===== config.mk =====
export PLATFORM = sky130hd
export DESIGN_NAME = key_step_ctrl_flat
export DESIGN_NICKNAME = d
export VERILOG_FILES = /design/src/rtl/key_step_pkg.sv /design/src/rtl/key_step_ctrl_if.sv /design/src/rtl/sync_2ff.sv /design/src/rtl/key_step_ctrl.sv /design/src/flat_wrapper.sv
export SDC_FILE = /design/constraint.sdc
export NUM_CORES = 1
export LEC_CHECK = 0
export ABC_AREA = 1
export BUFFER_PORTS_ARGS = -buffer_cell sky130_fd_sc_hd__buf_2
export CAP_MARGIN = 30
export CELL_PAD_IN_SITES_DETAIL_PLACEMENT = 2
export CELL_PAD_IN_SITES_GLOBAL_PLACEMENT = 2
export CORE_MARGIN = 2
export CORE_UTILIZATION = 29
export DETAILED_ROUTE_END_ITERATION = 7
export HOLD_SLACK_MARGIN = 0.15
export PLACE_DENSITY = 0.86
export SETUP_SLACK_MARGIN = 0.3
export SLEW_MARGIN = 20
export SYNTH_ARGS = -nofsm -noshare
export SYNTH_HDL_FRONTEND = slang
export SYNTH_HIERARCHICAL = 1
export SYNTH_SLANG_ARGS = --single-unit

===== constraint.sdc =====
create_clock -name clk -period 1.55 [get_ports clk]
set_input_delay 0.0775 -clock clk [delete_from_list [all_inputs] [get_ports clk]]
set_output_delay 0.0775 -clock clk [all_outputs]
set_load 0.02 [all_outputs]

===== src/rtl/key_step_pkg.sv =====
// Shared encodings and default 50 MHz timing for the key step controller.
package key_step_pkg;

  localparam logic [2:0] ST_IDLE         = 3'd0;
  localparam logic [2:0] ST_PRESS_WAIT   = 3'd1;
  localparam logic [2:0] ST_HELD         = 3'd2;
  localparam logic [2:0] ST_REPEAT       = 3'd3;
  localparam logic [2:0] ST_RELEASE_WAIT = 3'd4;

  typedef enum logic [2:0] {
    S_IDLE         = ST_IDLE,
    S_PRESS_WAIT   = ST_PRESS_WAIT,
    S_HELD         = ST_HELD,
    S_REPEAT       = ST_REPEAT,
    S_RELEASE_WAIT = ST_RELEASE_WAIT
  } state_e;

  localparam int DEF_DEBOUNCE_CYCLES = 500000;
  localparam int DEF_REPEAT_DELAY    = 25000000;
  localparam int DEF_REPEAT_PERIOD   = 5000000;
  localparam int DEF_CNT_W           = 8;
  localparam int DEF_TMR_W           = 25;

endpackage


===== src/rtl/key_step_ctrl_if.sv =====
// Key/step bundle between the button front end and the accumulator datapath.
// Handshake: none; step is a one-cycle strobe the consumer samples on any edge it is high.
interface key_step_ctrl_if #(
  parameter int CNT_W = 8
);
  logic             key_n;
  logic             auto_en;
  logic             step;
  logic             pressed;
  logic [CNT_W-1:0] step_count;

  modport master (
    output key_n, auto_en,
    input  step, pressed, step_count
  );

  modport slave (
    input  key_n, auto_en,
    output step, pressed, step_count
  );
endinterface


===== src/rtl/sync_2ff.sv =====
// Two-flop synchronizer with a configurable reset level.
module sync_2ff #(
  parameter logic RESET_VAL = 1'b1
) (
  input  logic clk,
  input  logic reset_n,
  input  logic d_i,
  output logic q_o
);
  logic meta_q;
  logic sync_q;

  always_ff @(posedge clk) begin
    if (!reset_n) begin
      meta_q <= RESET_VAL;
      sync_q <= RESET_VAL;
    end else begin
      meta_q <= d_i;
      sync_q <= meta_q;
    end
  end

  assign q_o = sync_q;
endmodule


===== src/rtl/key_step_ctrl.sv =====
// Debounces the active-low button into single-cycle step pulses with optional
// hold-to-repeat, and counts the steps issued.
module key_step_ctrl
  import key_step_pkg::*;
#(
  parameter int DEBOUNCE_CYCLES = DEF_DEBOUNCE_CYCLES,
  parameter int REPEAT_DELAY    = DEF_REPEAT_DELAY,
  parameter int REPEAT_PERIOD   = DEF_REPEAT_PERIOD,
  parameter int CNT_W           = DEF_CNT_W,
  parameter int TMR_W           = DEF_TMR_W
) (
  input  logic                  clk,
  input  logic                  reset_n,
  key_step_ctrl_if.slave        kif,
  output logic [2:0]            dbg_state_o
);
  localparam logic [TMR_W-1:0] DB_LAST  = TMR_W'(DEBOUNCE_CYCLES - 1);
  localparam logic [TMR_W-1:0] RD_LAST  = TMR_W'(REPEAT_DELAY - 1);
  localparam logic [TMR_W-1:0] RP_LAST  = TMR_W'(REPEAT_PERIOD - 1);

  logic             key_sync;
  logic             raw;
  state_e           state_q;
  logic [TMR_W-1:0] timer_q;
  logic [TMR_W-1:0] timer_d;
  logic             step_q;
  logic             pressed_q;
  logic [CNT_W-1:0] cnt_q;
  logic [CNT_W-1:0] cnt_d;

  // Reset value 1 keeps the key reading as released until real samples arrive.
  sync_2ff #(.RESET_VAL(1'b1)) u_sync (
    .clk     (clk),
    .reset_n (reset_n),
    .d_i     (kif.key_n),
    .q_o     (key_sync)
  );

  assign raw     = ~key_sync;
  assign timer_d = timer_q + 1'b1;
  assign cnt_d   = cnt_q + 1'b1;

  always_ff @(posedge clk) begin
    if (!reset_n) begin
      state_q   <= S_IDLE;
      timer_q   <= '0;
      step_q    <= 1'b0;
      pressed_q <= 1'b0;
      cnt_q     <= '0;
    end else begin
      step_q <= 1'b0;
      case (state_q)
        S_IDLE: begin
          if (raw) begin
            state_q <= S_PRESS_WAIT;
            timer_q <= '0;
          end
        end
        S_PRESS_WAIT: begin
          if (!raw) begin
            state_q <= S_IDLE;
          end else if (timer_q == DB_LAST) begin
            state_q   <= S_HELD;
            timer_q   <= '0;
            step_q    <= 1'b1;
            pressed_q <= 1'b1;
            cnt_q     <= cnt_d;
          end else begin
            timer_q <= timer_d;
          end
        end
        S_HELD: begin
          // Timer parks at the repeat threshold while auto_en is low, so it never wraps.
          if (!raw) begin
            state_q <= S_RELEASE_WAIT;
            timer_q <= '0;
          end else if (timer_q == RD_LAST) begin
            if (kif.auto_en) begin
              state_q <= S_REPEAT;
              timer_q <= '0;
              step_q  <= 1'b1;
              cnt_q   <= cnt_d;
            end
          end else begin
            timer_q <= timer_d;
          end
        end
        S_REPEAT: begin
          if (!raw) begin
            state_q <= S_RELEASE_WAIT;
            timer_q <= '0;
          end else if (!kif.auto_en) begin
            state_q <= S_HELD;
            timer_q <= '0;
          end else if (timer_q == RP_LAST) begin
            timer_q <= '0;
            step_q  <= 1'b1;
            cnt_q   <= cnt_d;
          end else begin
            timer_q <= timer_d;
          end
        end
        S_RELEASE_WAIT: begin
          if (raw) begin
            state_q <= S_HELD;
            timer_q <= '0;
          end else if (timer_q == DB_LAST) begin
            state_q   <= S_IDLE;
            timer_q   <= '0;
            pressed_q <= 1'b0;
          end else begin
            timer_q <= timer_d;
          end
        end
        default: begin
          state_q   <= S_IDLE;
          timer_q   <= '0;
          pressed_q <= 1'b0;
        end
      endcase
    end
  end

  assign kif.step       = step_q;
  assign kif.pressed    = pressed_q;
  assign kif.step_count = cnt_q;
  assign dbg_state_o    = state_q;
endmodule


===== src/flat_wrapper.sv =====
// flat-port wrapper written by rule: the top's interface ports become plain ports
module key_step_ctrl_flat import key_step_pkg::*;
#(
  parameter int DEBOUNCE_CYCLES = DEF_DEBOUNCE_CYCLES,
  parameter int REPEAT_DELAY    = DEF_REPEAT_DELAY,
  parameter int REPEAT_PERIOD   = DEF_REPEAT_PERIOD,
  parameter int CNT_W           = DEF_CNT_W,
  parameter int TMR_W           = DEF_TMR_W
)
  (clk, reset_n, dbg_state_o, kif_key_n, kif_auto_en, kif_step, kif_pressed, kif_step_count);
  key_step_ctrl_if #(.CNT_W(CNT_W)) kif_i ();
  input  logic clk;
  input  logic reset_n;
  output logic [2:0] dbg_state_o;
  input wire logic [$bits(kif_i.key_n)-1:0] kif_key_n;
  input wire logic [$bits(kif_i.auto_en)-1:0] kif_auto_en;
  output wire logic [$bits(kif_i.step)-1:0] kif_step;
  output wire logic [$bits(kif_i.pressed)-1:0] kif_pressed;
  output wire logic [$bits(kif_i.step_count)-1:0] kif_step_count;
  assign kif_i.key_n = kif_key_n;
  assign kif_i.auto_en = kif_auto_en;
  assign kif_step = kif_i.step;
  assign kif_pressed = kif_i.pressed;
  assign kif_step_count = kif_i.step_count;
  key_step_ctrl #(.DEBOUNCE_CYCLES(DEBOUNCE_CYCLES), .REPEAT_DELAY(REPEAT_DELAY), .REPEAT_PERIOD(REPEAT_PERIOD), .CNT_W(CNT_W), .TMR_W(TMR_W)) u_core (.clk(clk), .reset_n(reset_n), .kif(kif_i), .dbg_state_o(dbg_state_o));
endmodule

# Yosys cells after proc, flatten, opt, wreduce, memory -nomap -nowiden
# Cells that the tools add are included.
[classes] bitwise_logic=1 mux=45 reduce_logical=7 eq_ne=24 n_addsub=2
[op_table] cell="25-bit two-way mux" n=10
[op_table] cell="25-bit case mux with 5 select lines" n=1
[op_table] cell="8-bit two-way mux" n=8
[op_table] cell="3-bit two-way mux" n=10
[op_table] cell="25-bit by 1-bit adder with 25-bit output, second input constant" n=1
[op_table] cell="25-bit by 19-bit equality test with 1-bit output, second input constant" n=1
[op_table] cell="25-bit by 23-bit equality test with 1-bit output, second input constant" n=1
[op_table] cell="25-bit equality test, second input constant" n=1
[op_table] cell="8-bit case mux with 3 select lines" n=1
[op_table] cell="3-bit case mux with 5 select lines" n=1
[op_table] cell="2-bit inequality test, second input constant" n=7
[op_table] cell="1-bit two-way mux" n=12
[op_table] cell="3-bit by 2-bit inequality test with 1-bit output, second input constant" n=3
[op_table] cell="9-bit AND reduction" n=1
[op_table] cell="8-bit by 1-bit adder with 8-bit output, second input constant" n=1
[op_table] cell="2-bit by 1-bit inequality test with 1-bit output, second input constant" n=4
[op_table] cell="3-bit by 2-bit equality test with 1-bit output, second input constant" n=2
[op_table] cell="3-bit inequality test, second input constant" n=2
[op_table] cell="1-bit case mux with 3 select lines" n=2
[op_table] cell="6-bit AND reduction" n=1
[op_table] cell="5-bit AND reduction" n=1
[op_table] cell="4-bit inequality test, second input constant" n=1
[op_table] cell="3-bit by 1-bit equality test with 1-bit output, second input constant" n=1
[op_table] cell="3-bit equality test, second input constant" n=1
[op_table] cell="other kinds (5)" n=5
[word_totals] register_bits=40 word_cells=86 out_inout_bits=13 in_bits=4

# Logic depth before layout (Yosys ltp)
# Gate-level depths: netlist (run 1).
[logic_depth] depth_word=5 mapped_depth=13 mapped_depth_nobuf=12

# Cells and area by module
# The synthesis (run 1) kept the hierarchy.
[modules_own_cells] module="key_step_ctrl" n_inst=1 seq_area_each_um2=760.7 area_each_um2=2657.5 cells_per_inst=457
[modules_own_cells] module="sync_2ff" n_inst=1 seq_area_each_um2=40.0 area_each_um2=55.1 cells_per_inst=6

# Worst setup path after synthesis (run 1)
# No wires, ideal clock.
[synth_path] path_type="reg-to-reg" start="reg u_core.timer_q[0]" end="reg u_core.timer_q[0]" required_time_ns=1.438 setup_ns=0.112 stages_incl_launch_ff=14 arrival_ns=1.556 path_buffers=1 period_less_slack_ns=1.668 slack_ns=-0.118 path_cell_list="dfxtp_1 > ha_1 > nand2_1 > clkinv_1 > nand2_1 > nor2_1 > nand3_1 > nand2_1 > nand2_1 > nor2_1 > nand2_2 > nand2_2 > buf_6 > nor2_2"
[synth_via] elab_chain_len=5 elab_cells_between_ends=15 cone_classes="1 x add/sub; 4 x eq/ne; 9 x mux; 1 x reduce/logical"
[synth_lines] item="start: declaration" line="key_step_ctrl.sv:24" rtl="logic [TMR_W-1:0] timer_q;"
[synth_lines] item="start signal: assignment" line="key_step_ctrl.sv:69" rtl="timer_q <= timer_d;"
[synth_lines] item="start signal: assignment" line="key_step_ctrl.sv:85" rtl="timer_q <= timer_d;"
[synth_lines] item="start signal: assignment" line="key_step_ctrl.sv:100" rtl="timer_q <= timer_d;"
[synth_lines] item="25-bit by 1-bit adder with 25-bit output / 25-bit by 23-bit equality test with 1-bit output (equally long branches)" line="key_step_ctrl.sv:40, key_step_ctrl.sv:95"
[synth_lines] item="25-bit two-way mux" line="key_step_ctrl.sv:95" rtl="end else if (timer_q == RP_LAST) begin"
[synth_lines] item="25-bit two-way mux" line="key_step_ctrl.sv:92" rtl="end else if (!kif.auto_en) begin"
[synth_lines] item="25-bit two-way mux" line="key_step_ctrl.sv:89" rtl="if (!raw) begin"
[synth_lines] item="25-bit case mux with 5 select lines" line="key_step_ctrl.sv:52" rtl="case (state_q)"
# Parallel ways exist; a longest one is shown, timed or not. The select of a mux whose other input is x is not followed.
# A chain may end at the register's enable or synchronous reset.

# Final worst setup path (run 1)
[layout_path] start="reg u_core.timer_q[10]" end="reg u_core.timer_q[20]"
# Same word-level chain as after synthesis.

==> results of run 1 <==
power by group:
| part | switching (mW) | total, mW | internal (mW) |
|---|---|---|---|
| sequential | 0.0776 | 1.16 | 1.08 |
| clock | 0.460 | 0.938 | 0.478 |
| combinational | 1.27 | 2.04 | 0.769 |
| total | 1.81 | 4.14 | 2.33 |
kinds of logic (layout without fill, tap and decap cells):
| family | Yosys count | count (layout) |
|---|---|---|
| compound gates | 20 | 20 |
| xor+xnor | 1 | 1 |
| fa+ha+maj | 2 | 2 |
| buf+inv | 76 | 199 |
| flops | 40 | 40 |
| simple gates | 324 | 324 |
flip-flops by register name (all words and copies together) (netlist names):
signal and cells:
u_core/dbg_state_o 3, u_core/u_sync/meta_q 1, u_core/kif.step_count 8, u_core/kif.step 1
u_core/u_sync/q_o 1, u_core/timer_q 25, u_core/kif.pressed 1
cells in the final DEF, fill, tap and decap left out, types with 2 or more instances in the layout:
master | Yosys | final
nand2_1 | 130 | 108
buf_4 | 2 | 95
inv_1 | 60 | 55
nand3_1 | 56 | 42
nor2_1 | 73 | 41
nor2_2 | 23 | 36
nor2_4 | 0 | 19
buf_2 | 2 | 16
nand4_1 | 16 | 16
dfxtp_2 | 0 | 15
dfxtp_1 | 40 | 14
nand2_2 | 2 | 13
nand3_2 | 1 | 12
nand2_4 | 1 | 11
dfxtp_4 | 0 | 11
nor3_1 | 16 | 10
a21oi_1 | 10 | 9
inv_2 | 3 | 8
buf_6 | 4 | 7
o21ai_0 | 8 | 6
buf_12 | 0 | 6
clkbuf_8 | 0 | 5
nor3_2 | 0 | 5
nand3_4 | 0 | 3
nor4_1 | 3 | 3
o21ai_1 | 0 | 2
final cells by class:
type	instances	area (um^2)	share of cell area [%]
Timing Repair Buffer	126	1030	23.2
Tap cell	111	139	3.13
Clock inverter	3	42.5	0.959
Clock buffer	5	68.8	1.55
Sequential cell	40	861	19.4
Multi-Input combinational cell	347	2040	46.1
Inverter	65	251	5.67
routing by layer:
layer  routed length, um  up-vias  global-route usage [%]
li1                    -     1704                       -
met1                7690     2022                    42.6
met2                9960      270                    66.9
met3                1480      123                    7.56
met4                1530        0                    22.2
met5                   0        -                       0
critical path, delay by kind of cell (launching register included):
family | cells | cell delay [ns]
and+or+nand+nor | 7 | 1.22
DFF | 1 | 0.41
buffers and inverters | 2 | 0.36
through the flow:
stage	hold WS, ns	util (%)	setup WS (ns)	instance area [um^2]
global placement	0.251	40.7	-0.311	3720
finish	0.163	48.5	-0.512	4440
detailed placement	0.259	40.7	-0.472	3720
global route	0.157	48.5	-0.531	4440
floorplan	0.146	-	-0.0159	2820
CTS	0.178	47.3	-0.269	4330
how the worst max path moves through the flow:
| stage | slack [ns] | depth (start not counted) | endpoint |
|---|---|---|---|
| 2_1_floorplan | -0.02 | 13 | u_core/timer_q[0] |
| 5_1_grt | -0.53 | 12 | u_core/timer_q[23] |
| 3_3_place_gp | -0.31 | 11 | u_core/timer_q[16] |
| 3_5_place_dp | -0.47 | 11 | u_core/timer_q[24] |
| 6_report | -0.51 | 9 | u_core/timer_q[20] |
| 4_1_cts | -0.27 | 12 | u_core/kif.step_count[6] |
timing repair:
| item | in CTS | in global routing |
|---|---|---|
| setup endpoints to repair | 38 | 38 |
| gates resized for setup | 105 | 36 |
| gates cloned | 1 | 0 |
| hold buffers | 1 | 0 |
| buffers inserted | 14 | 0 |
| endpoints found under the hold margin | 1 | 0 |
| pin swaps | 25 | 14 |
==> impl_results.md, run 1 <==
* Clock buffer depth at 2
* CTS buffer count at 5
* DR vias/cell at 5.91
* Crit-path cells: buf_4, nand2_1, nor2_1, inv_1, nor3_2, nand4_1, nand2_1, nand2_2, nor2_2
* Synth cell types at 27
* CP max FO at 5
* Clock Sinks at 40
* Unrepaired setup endpoints after global routing: true
* Final GP Congestion at 0.862
* Crit path launch: u_core/timer_q[10]
* DIE HEIGHT at 101 um
* CP peak stage delay at 0.41 ns
* Crit-path most repeated cell: nand2_1
* Post-synth EDFFs at 0
* Post-Synth Adder-Cell Area at 0.923%
* Top-count cell post-synth: nand2_1
* Fin crit share at 133%
* Reg-to-reg endpoint: u_core/timer_q[20]
* Worst path required time at 1.79 ns
* IO Pins at 17
* Worst relative slew slack at 66.9%
* First-pass GRT wire length at 28400 um
* Critical-path top delay cell: dfxtp_2
* Beginning of the worst hold path: reset_n
* Max-slew violations at 0
* Sequential fraction of the synthesis area at 29.5%
* CTS tree: done
* Layout overhead on the synthesized area at 63.6%
* Net count reported at finish at 591
* Post-Synth Simple-Gate Area at 53.3%
* Number of synthesized register bits at 40
* VDD IR-drop max at 0.000681 V
* Fin. Hold Viols at 0
* R2R cell count at 9
* Vias in the first global route at 4465
* Worst R2R Start: u_core/timer_q[10]
* Outcome: complete, but fails checks
* Initial antenna violation count at 0
* Share of cells above drive strength 1 at 47.1%
* Pin slew with the least headroom to its limit at 0.497 ns
* Final Non-Filler Cells at 697
* # fillers at 1070
* Reg2Reg Setup Slack at -0.51 ns
* Core Rows at 35
* Max Clock Skew at 0.0254 ns
* Global Route Usage Sum at 38.1%
* Setup Viol. Count Final at 37
* First-pass DRT Iterations at 5
* CP Capture Type: register
* Period minus WS final at 2.06 ns
* Critical Path AT at 2.30 ns
* Routed via count at 4119
* Critical path type: reg2reg
* Area leader, netlist: dfxtp_1
* Static Leakage at 2.00 nW
* Pwr Total at 4.14 mW
* Synthesized area per cell at 5.86 um^2
* CP startpoint kind: register
* Setup TNS Final at -15.87 ns
* Worst-path clk slew at 0.11 ns
* Hold path depth at 2
* Pwr dens at 933 nW/um^2
* Violated checks: negative setup slack
* Multiplexer share of the synthesized area at 0%
* DP HPWL at 10400 um
* Synthesis Warnings at 6
* Starting Density at 29.6%
* Setup ws final at -0.512 ns
* Core footprint at 9150 um^2
* Worst skew pair latency at 0.33 ns
* Drt drc at 0
* Post-synth top flop: dfxtp_1
* DR iter-0 viols at 237
* Hold path endpoint: u_core/u_sync/q_o
* DR WL/cell at 29.6 um
* Max H-tree Level at 2
* Largest family of logic cells by synthesized area: simple AND/OR/NAND/NOR gates
* Syn Inst Count at 463
* Synth Area in XOR/XNOR at 0.323%
* Largest net degree at the start of global routing at 18
* Top post-synthesis cells by count: nand2_1 (130), nor2_1 (73), inv_1 (60)
* DIE AREA at 10100 um^2
* Top cells by area, synth: dfxtp_1 (30%), nand2_1 (18%), nand3_1 (10%)
* Yosys top cell area share at 29.5%
* IO Port Bufs at 16
* Placed insts at 673
* Worst hold path class: in2reg
* Final wirelength at 20700 um
* Clk root buf: clkbuf_8
* DRT antenna net count at 0
* Max cap viols at 0
* Post-Syn Area at 2710 um^2
* Fmax at 485 MHz
* Synth Area in Compound Gates at 3.87%
* Post-synth net total at 469
* Grt ovf at 0
* Die X at 101 um
* Synth async-reset ratio at 0%
* N_diodes at 0
No activity file was read; power rests on OpenSTA's default activity.
==> run 2: changes to the inputs <==
CORE_UTILIZATION = 32   (was 29)
PLACE_DENSITY = 0.89   (was 0.86)
TNS_END_PERCENT = 50   (was default)
clock period = 2.3 ns   (was 1.55 ns; I/O delays follow)
==> impl_results.md, run 2 (synthesized netlist as in run 1, its figures left out) <==
* Fin. Hold Viols at 0 (unchanged)
* Share of cells above drive strength 1 at 26.1% (was 47.1%)
* Largest register by flop count: u_core/timer_q (unchanged)
* Max cap viols at 0 (unchanged)
* Max FFs per register at 25 (unchanged)
* VDD IR-drop max at 0.000393 V (was 0.000681 V)
* Hold path depth at 2 (unchanged)
* Worst-path clk slew at 0.10 ns (was 0.11 ns)
* Cell family with most CP delay: simple AND/OR/NAND/NOR gates (unchanged)
* First-pass DRT Iterations at 4 (was 5)
* DIE AREA at 9230 um^2 (was 10100 um^2)
* Beginning of the worst hold path: reset_n (unchanged)
* DR vias/cell at 5.57 (was 5.91)
* Worst relative slew slack at 70.8% (was 66.9%)
* Unrepaired setup endpoints after global routing: true (unchanged)
* Net count reported at finish at 499 (was 591)
* Commonest non-fill, non-tap cell in the layout: nand2_1 (unchanged)
* Pin slew with the least headroom to its limit at 0.437 ns (was 0.497 ns)
* Die X at 96.1 um (was 101 um)
* Global Route Usage Sum at 28.1% (was 38.1%)
* CP max FO at 5 (unchanged)
* P_sw at 0.973 mW (was 1.81 mW)
* Crit-path cells: ha_4, nand2_4, nor2_4, buf_4, nand3_1, nor3_1, nand4_1, nand2_1, nand2_1, nor2_2 (was buf_4, nand2_1, nor2_1, inv_1, nor3_2, nand4_1, nand2_1, nand2_2, nor2_2)
* Setup TNS Final at 0 ns (was -15.87 ns)
* Critical Path AT at 2.29 ns (was 2.30 ns)
* CP peak stage delay at 0.39 ns (was 0.41 ns)
* Worst path required time at 2.57 ns (was 1.79 ns)
* DIE HEIGHT at 96.1 um (was 101 um)
* Vias in the first global route at 3614 (was 4465)
* Max Clock Skew at 0.0185 ns (was 0.0254 ns)
* Worst hold path class: in2reg (unchanged)
* Setup slack at placement at 0.0986 ns (was -0.472 ns)
* Period minus WS final at 2.01 ns (was 2.06 ns)
* Part of the power in the clock network at 29.1% (was 22.7%)
* CP startpoint kind: register (unchanged)
* Most frequent cells in the layout: nand2_1 (121), nor2_1 (59), inv_1 (57), nand3_1 (51), nor2_2 (28) (was nand2_1 (108), buf_4 (95), inv_1 (55), nand3_1 (42), nor2_1 (41))
* Sw frac at 42.5% (was 43.7%)
* First-pass GRT wire length at 19400 um (was 28400 um)
* Max H-tree Level at 2 (unchanged)
* Setup ws final at 0.286 ns (was -0.512 ns)
* Layout overhead on the synthesized area at 23.9% (was 63.6%)
* Outcome: finished, final reports clean (was complete, but fails checks)
* Cell-internal power at 1.32 mW (was 2.33 mW)
* Clock Sinks at 40 (unchanged)
* Grt ovf at 0 (unchanged)
* Pwr dens at 681 nW/um^2 (was 933 nW/um^2)
* CP Capture Type: register (unchanged)
* Placed instance area at 2900 um^2 (was 3720 um^2)
* IO Port Bufs at 16 (unchanged)
* Routed via count at 3336 (was 4119)
* Design area at 3360 um^2 (was 4440 um^2)
* N_diodes at 0 (unchanged)
* CP Buf/Inv Count at 1 (was 2)
* Critical path type: reg2reg (unchanged)
* Fmax at 497 MHz (was 485 MHz)
* IO Pins at 17 (unchanged)
* Clk root buf: clkbuf_8 (unchanged)
* Clock buffer depth at 2 (unchanged)
* Critical path depth at 10 (was 9)
* Starting Density at 33.0% (was 29.6%)
* CTS tree: done (unchanged)
* DRT antenna net count at 0 (unchanged)
* Fin Hold WS at 0.161 ns (was 0.163 ns)
* Initial antenna violation count at 0 (unchanged)
* Drt drc at 0 (unchanged)
* Max-slew violations at 0 (unchanged)
* Final wirelength at 13400 um (was 20700 um)
* Placed insts at 580 (was 673)
* DR WL/cell at 22.4 um (was 29.6 um)
* Critical-path top delay cell: dfxtp_4 (was dfxtp_2)
* Final GP Congestion at 0.832 (was 0.862)
* Largest net degree at the start of global routing at 27 (was 18)
* Core footprint at 8220 um^2 (was 9150 um^2)
* Setup Viol. Count Final at 0 (was 37)
* Worst skew pair latency at 0.34 ns (was 0.33 ns)
* DP HPWL at 7820 um (was 10400 um)
* Crit path launch: u_core/timer_q[0] (was u_core/timer_q[10])
* Worst R2R Start: u_core/timer_q[0] (was u_core/timer_q[10])
* R2R cell count at 10 (was 9)
* Fin crit share at 87.6% (was 133%)
* Static Leakage at 1.41 nW (was 2.00 nW)
* Core Rows at 33 (was 35)
* DR iter-0 viols at 152 (was 237)
* Final Non-Filler Cells at 599 (was 697)
* Flop pwr share at 34.2% (was 28.0%)
* Crit-path most repeated cell: nand2_1 (unchanged)
* Logic pwr share at 36.7% (was 49.3%)
* CTS buffer count at 5 (unchanged)
-- run 2: cell count changes in the layout (fill, tap and decap cells not counted), sizes merged --
| cell | previous run | this run |
|---|---|---|
| dlygate4sd3 | 1 | 2 |
| clkinv | 2 | 0 |
| inv | 64 | 66 |
| buf | 125 | 32 |
-- run 2: power groups by stage --
stage	logic, mW	clock network [mW]	registers (mW)
CTS	0.784	0.653	0.772
floorplan	0.484	0	0.803
detailed placement	0.661	0	0.785
global route	0.901	0.703	0.788
finish	0.839	0.666	0.783
global placement	0.622	0	0.780
-- run 2: layout make-up --
class	instances	area, um^2
tap	105	131
clock buffer	5	68.8
multi-input combinational	347	1760
fill	1017	4860
sequential	40	837
inverter	65	259
timing repair buffer	34	256
clock inverter	3	46.3
-- run 2: what timing repair did --
item,in CTS,in global routing
gates cloned,1,0
resized for setup,35,48
pin swaps,5,6
endpoints found under the setup margin,25,32
hold buffers,2,0
setup buffers,4,4
endpoints found under the hold margin,1,0
-- run 2: worst paths after layout --
kind	slack [ns]	endpoint
hold / removal	0.16	u_core/u_sync/q_o
hold reg to reg	0.45	u_core/kif.pressed
setup / recovery	0.29	u_core/timer_q[18]
setup reg to reg	0.29	u_core/timer_q[18]
-- run 2: metal layers --
| layer | up-vias | share of wire [%] | global-route usage (%) |
|---|---|---|---|
| li1 | 1526 | - | - |
| met1 | 1665 | 40 | 32.7 |
| met2 | 103 | 52 | 50.5 |
| met3 | 42 | 4.1 | 5.64 |
| met4 | 0 | 3.3 | 10.1 |
| met5 | - | 0 | 0 |
-- run 2: through the flow --
stage	util, %	total power [mW]
floorplan	-	1.29
global placement	35.2	1.40
detailed placement	35.2	1.45
CTS	38.8	2.21
global route	40.9	2.39
finish	40.9	2.29
==> run 3: changes to the inputs <==
CORE_ASPECT_RATIO = 0.75   (was default)
GPL_TIMING_DRIVEN = 0   (was default)
==> impl_results.md, run 3 (synthesized netlist as in run 1, its figures left out) <==
* N_diodes at 0 (unchanged)
* Commonest non-fill, non-tap cell in the layout: nand2_1 (unchanged)
* CP max FO at 10 (was 5)
* Hold path endpoint: u_core/timer_q[4] (was u_core/u_sync/q_o)
* Storage element area at 811 um^2 (was 837 um^2)
* Core Rows at 29 (was 33)
* R2R cell count at 10 (unchanged)
* Final Non-Filler Cells at 604 (was 599)
* Cell family with most CP delay: simple AND/OR/NAND/NOR gates (unchanged)
* Static Leakage at 1.46 nW (was 1.41 nW)
* Starting Density at 32.5% (was 33.0%)
* Core footprint at 8350 um^2 (was 8220 um^2)
* CP peak stage delay at 0.40 ns (was 0.39 ns)
* Cell-internal power at 1.53 mW (was 1.32 mW)
* DRT antenna net count at 0 (unchanged)
* Grt ovf at 0 (unchanged)
* Setup Viol. Count Final at 0 (unchanged)
* Part of the power in the clock network at 33.7% (was 29.1%)
* Clock Sinks at 40 (unchanged)
* Net count reported at finish at 501 (was 499)
* Vias in the first global route at 3362 (was 3614)
* Worst skew pair latency at 0.30 ns (was 0.34 ns)
* Worst hold path class: in2reg (unchanged)
* Fmax at 496 MHz (was 497 MHz)
* Max FFs per register at 25 (unchanged)
* Met2 WL at 6230 um (was 7010 um)
* Largest register by flop count: u_core/timer_q (unchanged)
* WL met1 at 5780 um (was 5400 um)
* DR vias/cell at 5.43 (was 5.57)
* Sw frac at 38.8% (was 42.5%)
* Reg2Reg Setup Slack at 0.29 ns (about the same)
* DR iter-0 viols at 167 (was 152)
* Layout overhead on the synthesized area at 26.5% (was 23.9%)
* Critical-path top delay cell: dfxtp_1 (was dfxtp_4)
* Final wirelength at 12800 um (was 13400 um)
* Outcome: finished, final reports clean (unchanged)
* Final GP Congestion at 0.906 (was 0.832)
* Met3 wire length at 474 um (was 548 um)
* Max H-tree Level at 2 (unchanged)
* Clk root buf: clkbuf_16 (was clkbuf_8)
* Max cap viols at 0 (unchanged)
* Utilization after layout at 41.1% (was 40.9%)
* IO Pins at 17 (unchanged)
* Placed insts at 587 (was 580)
* Share of cells above drive strength 1 at 23.8% (was 26.1%)
* Crit-path cells: nor2_2, nand3_1, nor2_4, nand4_4, nand2_4, inv_4, nand2_2, nand2_4, buf_12, nor2_2 (was ha_4, nand2_4, nor2_4, buf_4, nand3_1, nor3_1, nand4_1, nand2_1, nand2_1, nor2_2)
* CTS tree: done (unchanged)
* Unrepaired setup endpoints after global routing: true (unchanged)
* DR top layer: met4 (unchanged)
* Critical Path AT at 2.24 ns (was 2.29 ns)
* Area of the multi-input gates at 1790 um^2 (was 1760 um^2)
* Largest net degree at the start of global routing at 15 (was 27)
* Period minus WS final at 2.01 ns (about the same)
* Design area at 3430 um^2 (was 3360 um^2)
* CP Buf/Inv Count at 2 (was 1)
* DR WL/cell at 21.1 um (was 22.4 um)
* Clock buffer depth at 2 (unchanged)
* Setup TNS Final at 0 ns (unchanged)
* CP startpoint kind: register (unchanged)
* DP HPWL at 7980 um (was 7820 um)
* DIE AREA at 9240 um^2 (was 9230 um^2)
* Hold path depth at 5 (was 2)
* Routed via count at 3282 (was 3336)
* P_sw at 0.970 mW (was 0.973 mW)
* DIE HEIGHT at 83.7 um (was 96.1 um)
* Most frequent cells in the layout: nand2_1 (122), inv_1 (59), nor2_1 (57), nand3_1 (49), dfxtp_1 (32) (was nand2_1 (121), nor2_1 (59), inv_1 (57), nand3_1 (51), nor2_2 (28))
* Critical path type: reg2reg (unchanged)
* Logic pwr share at 35.1% (was 36.7%)
* Pwr dens at 729 nW/um^2 (was 681 nW/um^2)
* Initial antenna violation count at 0 (unchanged)
* VDD IR-drop max at 0.000417 V (was 0.000393 V)
* Global Route Usage Sum at 25.0% (was 28.1%)
* Worst-path clk slew at 0.07 ns (was 0.10 ns)
* First-pass DRT Iterations at 4 (unchanged)
* Pin slew with the least headroom to its limit at 0.604 ns (was 0.437 ns)
* IO Port Bufs at 16 (unchanged)
* Beginning of the worst hold path: kif_auto_en (was reset_n)
* First-pass GRT wire length at 17800 um (was 19400 um)
* Drt drc at 0 (unchanged)
* Fin. Hold Viols at 0 (unchanged)
* Reg-to-reg endpoint: u_core/timer_q[8] (was u_core/timer_q[18])
* Crit path launch: u_core/timer_q[7] (was u_core/timer_q[0])
* Fin crit share at 87.6% (about the same)
* Worst path required time at 2.53 ns (was 2.57 ns)
* Max-slew violations at 0 (unchanged)
* CTS buffer count at 5 (unchanged)
* Flop pwr share at 31.2% (was 34.2%)
* CP Capture Type: register (unchanged)
* Max Clock Skew at 0.0125 ns (was 0.0185 ns)
* Die X at 110 um (was 96.1 um)
* Worst R2R Start: u_core/timer_q[7] (was u_core/timer_q[0])
* Worst relative slew slack at 59.7% (was 70.8%)
* Placed instance area at 2930 um^2 (was 2900 um^2)
* # fillers at 1025 (was 1017)
-- run 3: power by group through the flow --
stage / combinational, mW / clock [mW] / sequential [mW]
after floorplan: 0.484 / 0 / 0.803
after global placement: 0.712 / 0 / 0.784
after detailed placement: 0.739 / 0 / 0.786
after CTS: 0.788 / 0.859 / 0.772
after global routing: 0.949 / 0.889 / 0.787
final: 0.877 / 0.844 / 0.781
-- run 3: area by class of cell --
cell class	count	area share [%]
Inverter	65	7.18
Clock buffer	5	3.65
Timing Repair Buffer	25	5.03
Buffer	11	3.14
Sequential cell	40	23.6
Multi-Input combinational cell	347	52.1
Tap cell	108	3.94
Clock inverter	3	1.39
-- run 3: timing repair --
item / in CTS / in global routing
setup endpoints to repair: 23 / 35
resized for setup: 12 / 59
buffers inserted: 0 / 5
endpoints found under the hold margin: 2 / 0
gates cloned: 0 / 1
hold buffers: 3 / 0
pin swaps: 1 / 6
-- run 3: worst max path at each step --
stage | to | slack [ns] | cells past startpoint
floorplan | u_core/timer_q[0] | 0.63 | 13
finish | u_core/timer_q[8] | 0.29 | 10
global route | u_core/timer_q[23] | 0.17 | 11
CTS | u_core/kif.step_count[1] | 0.30 | 11
global placement | u_core/timer_q[20] | 0.26 | 10
detailed placement | u_core/timer_q[20] | 0.19 | 10
-- run 3: stage by stage --
step,hold WS (ns),setup WS [ns],total power [mW]
6_report,0.313,0.286,2.50
5_1_grt,0.333,0.168,2.62
4_1_cts,0.270,0.298,2.42
3_5_place_dp,0.292,0.195,1.53
3_3_place_gp,0.285,0.261,1.50
2_1_floorplan,0.184,0.632,1.29
-- run 3: worst min-delay path: stages --
cell and delay (ns):
buf_2 0.13, nand4_1 0.09, nand4_1 0.07, nand2_1 0.06, a21oi_1 0.08
-- run 3: per-layer routing --
layer | vias to the layer above | track usage [%]
li1 | 1530 | -
met1 | 1671 | 35.6
met2 | 58 | 40.0
met3 | 23 | 3.59
met4 | 0 | 5.00
met5 | - | 0
